===== src/rtl/mc_pkg.sv =====
// Shared definitions for the MC-stage MV buffer read arbiter: widths, requester ids, return tag.
// The MV word width follows `FMV_WIDTH (defaults to 16 when the including build does not set it).
`ifndef FMV_WIDTH
`define FMV_WIDTH 16
`endif

package mc_pkg;
   localparam int MV_ADDR_W = 6;
   localparam int MV_W_DEF  = 2*`FMV_WIDTH;
   localparam int WAIT_W    = 3;

   localparam logic REQ_MC  = 1'b0;
   localparam logic REQ_MVD = 1'b1;

   typedef struct packed {
      logic valid;
      logic owner;
   } mv_tag_t;

   function automatic logic [15:0] sat_inc16(input logic [15:0] v);
      return (v == 16'hFFFF) ? v : v + 16'd1;
   endfunction
endpackage


===== src/rtl/mc_mv_arb_if.sv =====
// Request/grant/return bundle between the two MV readers, the arbiter and the MV buffer port.
// Signal names keep the arbiter's point of view; the slave modport is the arbiter itself.
interface mc_mv_arb_if #(
   parameter int MV_W   = mc_pkg::MV_W_DEF,
   parameter int ADDR_W = mc_pkg::MV_ADDR_W
);
   logic              mc_req_i;
   logic [ADDR_W-1:0] mc_addr_i;
   logic              mc_gnt_o;
   logic              mc_rvalid_o;
   logic [MV_W-1:0]   mc_rdata_o;
   logic              mvd_req_i;
   logic [ADDR_W-1:0] mvd_addr_i;
   logic              mvd_gnt_o;
   logic              mvd_rvalid_o;
   logic [MV_W-1:0]   mvd_rdata_o;
   logic              mv_rden_o;
   logic [ADDR_W-1:0] mv_rdaddr_o;
   logic [MV_W-1:0]   mv_data_i;

   modport master (
      output mc_req_i, mc_addr_i, mvd_req_i, mvd_addr_i, mv_data_i,
      input  mc_gnt_o, mc_rvalid_o, mc_rdata_o, mvd_gnt_o, mvd_rvalid_o, mvd_rdata_o,
      input  mv_rden_o, mv_rdaddr_o
   );

   modport slave (
      input  mc_req_i, mc_addr_i, mvd_req_i, mvd_addr_i, mv_data_i,
      output mc_gnt_o, mc_rvalid_o, mc_rdata_o, mvd_gnt_o, mvd_rvalid_o, mvd_rdata_o,
      output mv_rden_o, mv_rdaddr_o
   );
endinterface


===== src/rtl/mc_mv_tag_pipe.sv =====
// RD_LAT-deep shift register of {valid, owner} tags that tracks which requester owns
// the word coming back from the MV buffer.
module mc_mv_tag_pipe
   import mc_pkg::*;
#(
   parameter int RD_LAT = 1
)(
   input  logic    clk,
   input  logic    rstn,
   input  mv_tag_t tag_i,
   output mv_tag_t tag_o
);
   mv_tag_t pipe_q [RD_LAT];

   always_ff @(posedge clk or negedge rstn) begin
      if (!rstn) begin
         for (int i = 0; i < RD_LAT; i++) pipe_q[i] <= '0;
      end else begin
         pipe_q[0] <= tag_i;
         for (int i = 1; i < RD_LAT; i++) pipe_q[i] <= pipe_q[i-1];
      end
   end

   assign tag_o = pipe_q[RD_LAT-1];
endmodule


===== src/rtl/mc_mv_arb.sv =====
// Cycle-level arbiter for the MV buffer read port shared by chroma MC and MVD.
// Define MC_MV_ARB_RR_EN for round-robin conflict resolution instead of fixed MC priority.
module mc_mv_arb
   import mc_pkg::*;
#(
   parameter int MV_W     = MV_W_DEF,
   parameter int ADDR_W   = MV_ADDR_W,
   parameter int RD_LAT   = 1,
   parameter int MAX_WAIT = 4
)(
   input  logic        clk,
   input  logic        rstn,
   input  logic        start_i,
   mc_mv_arb_if.slave  bus,
   output logic [15:0] conflict_cnt_o
);
   localparam logic [WAIT_W-1:0] WAIT_MAX = WAIT_W'(MAX_WAIT);

   logic [WAIT_W-1:0] mc_wait_q, mc_wait_d, mc_wait_eff;
   logic [WAIT_W-1:0] mvd_wait_q, mvd_wait_d, mvd_wait_eff;
   logic [15:0]       cnt_q, cnt_d;
   logic              both_req, mc_win, mvd_win, rden;
   logic [ADDR_W-1:0] rdaddr;
   logic [MV_W-1:0]   rdata;
   mv_tag_t           tag_in, tag_out;
`ifdef MC_MV_ARB_RR_EN
   logic              rr_q, rr_d, rr_eff;
`endif

   // start_i acts on the same cycle: arbitration sees already-cleared state.
   always_comb begin
      mc_wait_eff  = start_i ? '0 : mc_wait_q;
      mvd_wait_eff = start_i ? '0 : mvd_wait_q;
`ifdef MC_MV_ARB_RR_EN
      rr_eff = start_i ? REQ_MC : rr_q;
`endif
      both_req = bus.mc_req_i & bus.mvd_req_i;
      mc_win   = 1'b0;
      mvd_win  = 1'b0;
      if (rstn) begin
         if (bus.mvd_req_i && (mvd_wait_eff == WAIT_MAX))     mvd_win = 1'b1;
         else if (bus.mc_req_i && (mc_wait_eff == WAIT_MAX))  mc_win  = 1'b1;
         else if (both_req) begin
`ifdef MC_MV_ARB_RR_EN
            if (rr_eff == REQ_MVD) mvd_win = 1'b1;
            else                   mc_win  = 1'b1;
`else
            mc_win = 1'b1;
`endif
         end
         else if (bus.mc_req_i)  mc_win  = 1'b1;
         else if (bus.mvd_req_i) mvd_win = 1'b1;
      end
   end

   always_comb begin
      mc_wait_d  = '0;
      mvd_wait_d = '0;
      if (bus.mc_req_i && !mc_win)
         mc_wait_d = (mc_wait_eff >= WAIT_MAX) ? WAIT_MAX : mc_wait_eff + 3'd1;
      if (bus.mvd_req_i && !mvd_win)
         mvd_wait_d = (mvd_wait_eff >= WAIT_MAX) ? WAIT_MAX : mvd_wait_eff + 3'd1;
      cnt_d = start_i ? 16'd0 : cnt_q;
      if (both_req) cnt_d = sat_inc16(cnt_d);
`ifdef MC_MV_ARB_RR_EN
      rr_d = rr_eff;
      if (both_req && mc_win)  rr_d = REQ_MVD;
      if (both_req && mvd_win) rr_d = REQ_MC;
`endif
   end

   always_ff @(posedge clk or negedge rstn) begin
      if (!rstn) begin
         mc_wait_q  <= '0;
         mvd_wait_q <= '0;
         cnt_q      <= '0;
`ifdef MC_MV_ARB_RR_EN
         rr_q       <= REQ_MC;
`endif
      end else begin
         mc_wait_q  <= mc_wait_d;
         mvd_wait_q <= mvd_wait_d;
         cnt_q      <= cnt_d;
`ifdef MC_MV_ARB_RR_EN
         rr_q       <= rr_d;
`endif
      end
   end

   assign rden   = mc_win | mvd_win;
   assign rdaddr = mc_win ? bus.mc_addr_i : (mvd_win ? bus.mvd_addr_i : '0);

   always_comb begin
      tag_in       = '0;
      tag_in.valid = rden;
      tag_in.owner = mvd_win ? REQ_MVD : REQ_MC;
   end

   mc_mv_tag_pipe #(.RD_LAT(RD_LAT)) u_tag_pipe (
      .clk   (clk),
      .rstn  (rstn),
      .tag_i (tag_in),
      .tag_o (tag_out)
   );

   assign rdata = bus.mv_data_i;

   assign bus.mc_gnt_o     = mc_win;
   assign bus.mvd_gnt_o    = mvd_win;
   assign bus.mv_rden_o    = rden;
   assign bus.mv_rdaddr_o  = rdaddr;
   assign bus.mc_rvalid_o  = tag_out.valid & (tag_out.owner == REQ_MC);
   assign bus.mvd_rvalid_o = tag_out.valid & (tag_out.owner == REQ_MVD);
   assign bus.mc_rdata_o   = bus.mc_rvalid_o  ? rdata : '0;
   assign bus.mvd_rdata_o  = bus.mvd_rvalid_o ? rdata : '0;
   assign conflict_cnt_o   = cnt_q;
endmodule


===== src/flat_wrapper.sv =====
// flat-port wrapper written by rule: the top's interface ports become plain ports
module mc_mv_arb_flat import mc_pkg::*;
#(
   parameter int MV_W     = MV_W_DEF,
   parameter int ADDR_W   = MV_ADDR_W,
   parameter int RD_LAT   = 1,
   parameter int MAX_WAIT = 4
)
  (clk, rstn, start_i, conflict_cnt_o, bus_mc_req_i, bus_mc_addr_i, bus_mvd_req_i, bus_mvd_addr_i, bus_mv_data_i, bus_mc_gnt_o, bus_mc_rvalid_o, bus_mc_rdata_o, bus_mvd_gnt_o, bus_mvd_rvalid_o, bus_mvd_rdata_o, bus_mv_rden_o, bus_mv_rdaddr_o);
  mc_mv_arb_if #(.MV_W(MV_W), .ADDR_W(ADDR_W)) bus_i ();
  input  logic clk;
  input  logic rstn;
  input  logic start_i;
  output logic [15:0] conflict_cnt_o;
  input wire logic [$bits(bus_i.mc_req_i)-1:0] bus_mc_req_i;
  input wire logic [$bits(bus_i.mc_addr_i)-1:0] bus_mc_addr_i;
  input wire logic [$bits(bus_i.mvd_req_i)-1:0] bus_mvd_req_i;
  input wire logic [$bits(bus_i.mvd_addr_i)-1:0] bus_mvd_addr_i;
  input wire logic [$bits(bus_i.mv_data_i)-1:0] bus_mv_data_i;
  output wire logic [$bits(bus_i.mc_gnt_o)-1:0] bus_mc_gnt_o;
  output wire logic [$bits(bus_i.mc_rvalid_o)-1:0] bus_mc_rvalid_o;
  output wire logic [$bits(bus_i.mc_rdata_o)-1:0] bus_mc_rdata_o;
  output wire logic [$bits(bus_i.mvd_gnt_o)-1:0] bus_mvd_gnt_o;
  output wire logic [$bits(bus_i.mvd_rvalid_o)-1:0] bus_mvd_rvalid_o;
  output wire logic [$bits(bus_i.mvd_rdata_o)-1:0] bus_mvd_rdata_o;
  output wire logic [$bits(bus_i.mv_rden_o)-1:0] bus_mv_rden_o;
  output wire logic [$bits(bus_i.mv_rdaddr_o)-1:0] bus_mv_rdaddr_o;
  assign bus_i.mc_req_i = bus_mc_req_i;
  assign bus_i.mc_addr_i = bus_mc_addr_i;
  assign bus_i.mvd_req_i = bus_mvd_req_i;
  assign bus_i.mvd_addr_i = bus_mvd_addr_i;
  assign bus_i.mv_data_i = bus_mv_data_i;
  assign bus_mc_gnt_o = bus_i.mc_gnt_o;
  assign bus_mc_rvalid_o = bus_i.mc_rvalid_o;
  assign bus_mc_rdata_o = bus_i.mc_rdata_o;
  assign bus_mvd_gnt_o = bus_i.mvd_gnt_o;
  assign bus_mvd_rvalid_o = bus_i.mvd_rvalid_o;
  assign bus_mvd_rdata_o = bus_i.mvd_rdata_o;
  assign bus_mv_rden_o = bus_i.mv_rden_o;
  assign bus_mv_rdaddr_o = bus_i.mv_rdaddr_o;
  mc_mv_arb #(.MV_W(MV_W), .ADDR_W(ADDR_W), .RD_LAT(RD_LAT), .MAX_WAIT(MAX_WAIT)) u_core (.clk(clk), .rstn(rstn), .start_i(start_i), .bus(bus_i), .conflict_cnt_o(conflict_cnt_o));
endmodule

===== config.mk =====
export PLATFORM = sky130hd
export DESIGN_NAME = mc_mv_arb_flat
export DESIGN_NICKNAME = d
export VERILOG_FILES = /design/src/rtl/mc_pkg.sv /design/src/rtl/mc_mv_arb_if.sv /design/src/rtl/mc_mv_tag_pipe.sv /design/src/rtl/mc_mv_arb.sv /design/src/flat_wrapper.sv
export SDC_FILE = /design/constraint.sdc
export NUM_CORES = 1
export LEC_CHECK = 0
export CORE_MARGIN = 4
export CORE_UTILIZATION = 32
export DETAILED_ROUTE_END_ITERATION = 7
export PLACE_DENSITY_LB_ADDON = 0.12
export SYNTH_ARGS = -nofsm -noshare
export SYNTH_HDL_FRONTEND = slang
export SYNTH_SLANG_ARGS = --single-unit

===== constraint.sdc =====
create_clock -name clk -period 3.5 [get_ports clk]
set_input_delay 0.875 -clock clk [delete_from_list [all_inputs] [get_ports clk]]
set_output_delay 0.875 -clock clk [all_outputs]
set_load 0.005 [all_outputs]

==> impl_metrics.ini <==
[finish]
drive_gt1_share_pct = 7.08
stdcell_area_sq_um = 3220
layout_common_cells = clkdlybuf4s50_1, and2_1, and3_1
n_fill_cell = 424
layout_commonest_cell = clkdlybuf4s50_1
nNetsFinal = 392
num_antenna_cells = 0
syn_to_final_growth_pct = 93.4

[die]
die_area_sq_um = 6410
row_count = 25
die_x_um = 80.1
die_y_um = 80.1
start_util_pct = 34.1
coreArea_sq_um = 4880
ios = 140

[power_and_ir_drop]
vdd_drop_max_mv = 0.174
power_uw = 614
leakage_nw = 1.43
p_per_area_nw_per_um2 = 191
p_sw_uw = 151
combPwrFrac_pct = 33.6
p_int_uw = 463
p_clk_share_pct = 25.4
power.share.sequential_pct = 41.0
p_sw_share_pct = 24.6

[synth]
synth_top_area_share_pct = 31.6
syn_avg_cell_area_sq_um = 8.44
ys_top_cells_by_area = dfrtp_1, and2_1, and3_1, xnor2_1, nor2b_1
ys_warn_count = 0
synth-edff-count = 0
synthArstFlopShare_pct = 100
ys.flop_type = dfrtp_1
synth_nets = 249
yosysSeqAreaShare_pct = 31.6
synth_cells = 197
syn_area_sq_um = 1660
synth_cell_types = 37
synth_top_cell_by_area = dfrtp_1
yosys_register_bits = 21

[clock_network]
clk_latency_ps = 260
root_buffer = clkbuf_8
clk_pin_slew_ps = 70
cts_made_buffers = 3
cts_num_sinks = 21
htree_levels = 1
cts_buffer_depth = 2
cts_hold_buf = 0
cts_tree = yes

[critical_path]
end_kind = primary output
critPathTopFamily = buffers and inverters
critical_path_peak_fanout = 8
crit_start = bus_mc_req_i
critPathKind = input port to primary output
ff2ff_path_depth = 7
slowest_delay_ps = 580
cp_slowest_cell = clkdlybuf4s50_1
crit_arrival_ps = 2500
rr_endpoint = u_core.conflict_cnt_o[10]
cp_cell_sequence = clkdlybuf4s50_1, nand2_1, a31oi_1, buf_4, a22o_1, clkdlybuf4s50_1
critPathRequiredTime_ps = 2620
reg2reg_slack_ps = 1620
r2r_start = u_core.conflict_cnt_o[1]
critPathLaunchType = input port
crit_path_frequent_cell = clkdlybuf4s50_1
critPathBufInv = 3

[placement]
gp_congestion = 0.805
numPortBuffers = 139
place_area_sq_um = 3170
dp_hpwl_mm = 5.18
dpl_worst_slack_ps = -246

[timing]
skew_ps = 6.07
relSlewSlack_pct = 66.6
max_clock_freq_mhz = 296
setup_viol = 0
final_hold_viol_count = 0
rsz0062_at_grt = false
worst_slack_ps = 127
maxSlewViolCount = 0
worst_pin_slew_ps = 499
min_period_ps = 3370
period_share_pct = 96.4

[routing]
drt_iter0_drc = 47
wire_per_inst_um = 15.5
vias = 1900
dr.pass1.iters = 4
drc_errors = 0
ant_nets = 0
vias_per_cell = 4.68
routed_wl_mm = 6.30

[grt]
grt_pass1_vias = 1780
antenna_found_initial = 0
gr-total-overflow = 0
grt_pass1_wl_mm = 9.58
grt_start_max_net_pins = 34
grt_usage_pct = 18.7

[worst_hold_path]
min_path_cells = 1
hold-path-endpoint = u_core.conflict_cnt_o[6]
hold_class = register to register
holdCritStartpoint = u_core.conflict_cnt_o[6]

[run_status]
outcome = complete, no violations

[job]
cap_violations = 0
-- through the flow --
stage	std cells	setup TNS, ps	hold WS, ps	utilization (%)
detailed placement	402	-1770	523	64.9
finish	406	0	548	65.9
floorplan	197	0	512	-
CTS	406	0	536	66.0
global route	406	0	575	65.9
global placement	402	-1210	520	64.9
-- state kept, by name, summed over array words and instances (netlist names) --
| signal | flops |
|---|---|
| u_core.conflict_cnt_o | 16 |
| u_core.u_tag_pipe.tag_o | 2 |
| u_core.mvd_wait_q | 3 |
-- repair_timing --
item / 4_1_cts / 5_1_grt
hold endpoints to repair: 0 / 0
endpoints found under the setup margin: 9 / 7
resized for setup: 2 / 2
pin swaps: 0 / 0
setup buffers: 0 / 0
-- power by group through the flow --
stage	clock, mW	combinational (mW)	sequential, mW
5_1_grt	0.172	0.223	0.252
4_1_cts	0.161	0.208	0.251
6_report	0.156	0.206	0.251
3_5_place_dp	0	0.208	0.256
3_3_place_gp	0	0.206	0.256
2_1_floorplan	0	0.0578	0.256
-- per-layer routing --
metal	track usage (%)	up-vias	share of wire, %	wire length (um)
met5	0	-	0	0
met4	2.53	0	0.22	14
met3	2.80	2	7.2	452
met2	36.1	75	52	3270
met1	22.1	860	41	2570
li1	-	963	-	-
-- cell families after synthesis --
logic type,count (synthesis),synth area share (%)
XOR/XNOR,14,7.37
buffers and inverters,15,3.61
flip-flops,21,31.6
adder cells (fa/ha/maj),3,2.26
AND/OR/NAND/NOR,128,46.8
multiplexers,1,0.903
AO/OA/AOI/OAI,15,7.45
-- Yosys cell counts, types with 3 or more instances --
cell	count
nand2b_1	4
xor2_1	6
nand2_1	13
nand3_1	3
nor2b_1	9
and3_1	32
and2_1	33
nor2_1	14
xnor2_1	8
nor3_1	4
clkbuf_1	10
inv_1	4
nand4_1	3
dfrtp_1	21
ha_1	3
a22o_1	6
-- how the worst max path moves through the flow --
stage | to | slack (ps) | depth (start not counted)
finish | bus_mv_rdaddr_o[4] | 130 | 6
global route | bus_mv_rdaddr_o[5] | 40 | 6
detailed placement | bus_mv_rden_o | -250 | 8
global placement | bus_mv_rden_o | -200 | 8
floorplan | bus_mv_rdaddr_o[0] | 370 | 6
CTS | bus_mv_rden_o | 2 | 9
-- layout make-up --
| type | instances | area, sq um | area share [%] |
|---|---|---|---|
| clock buffers | 4 | 45.0 | 1.40 |
| inverters | 4 | 15.0 | 0.467 |
| multi-input cells | 161 | 1080 | 33.7 |
| flip-flops and latches | 21 | 526 | 16.3 |
| well taps | 67 | 83.8 | 2.61 |
| repair buffers | 149 | 1460 | 45.4 |
Note: power is estimated with default switching activity, not from simulation.
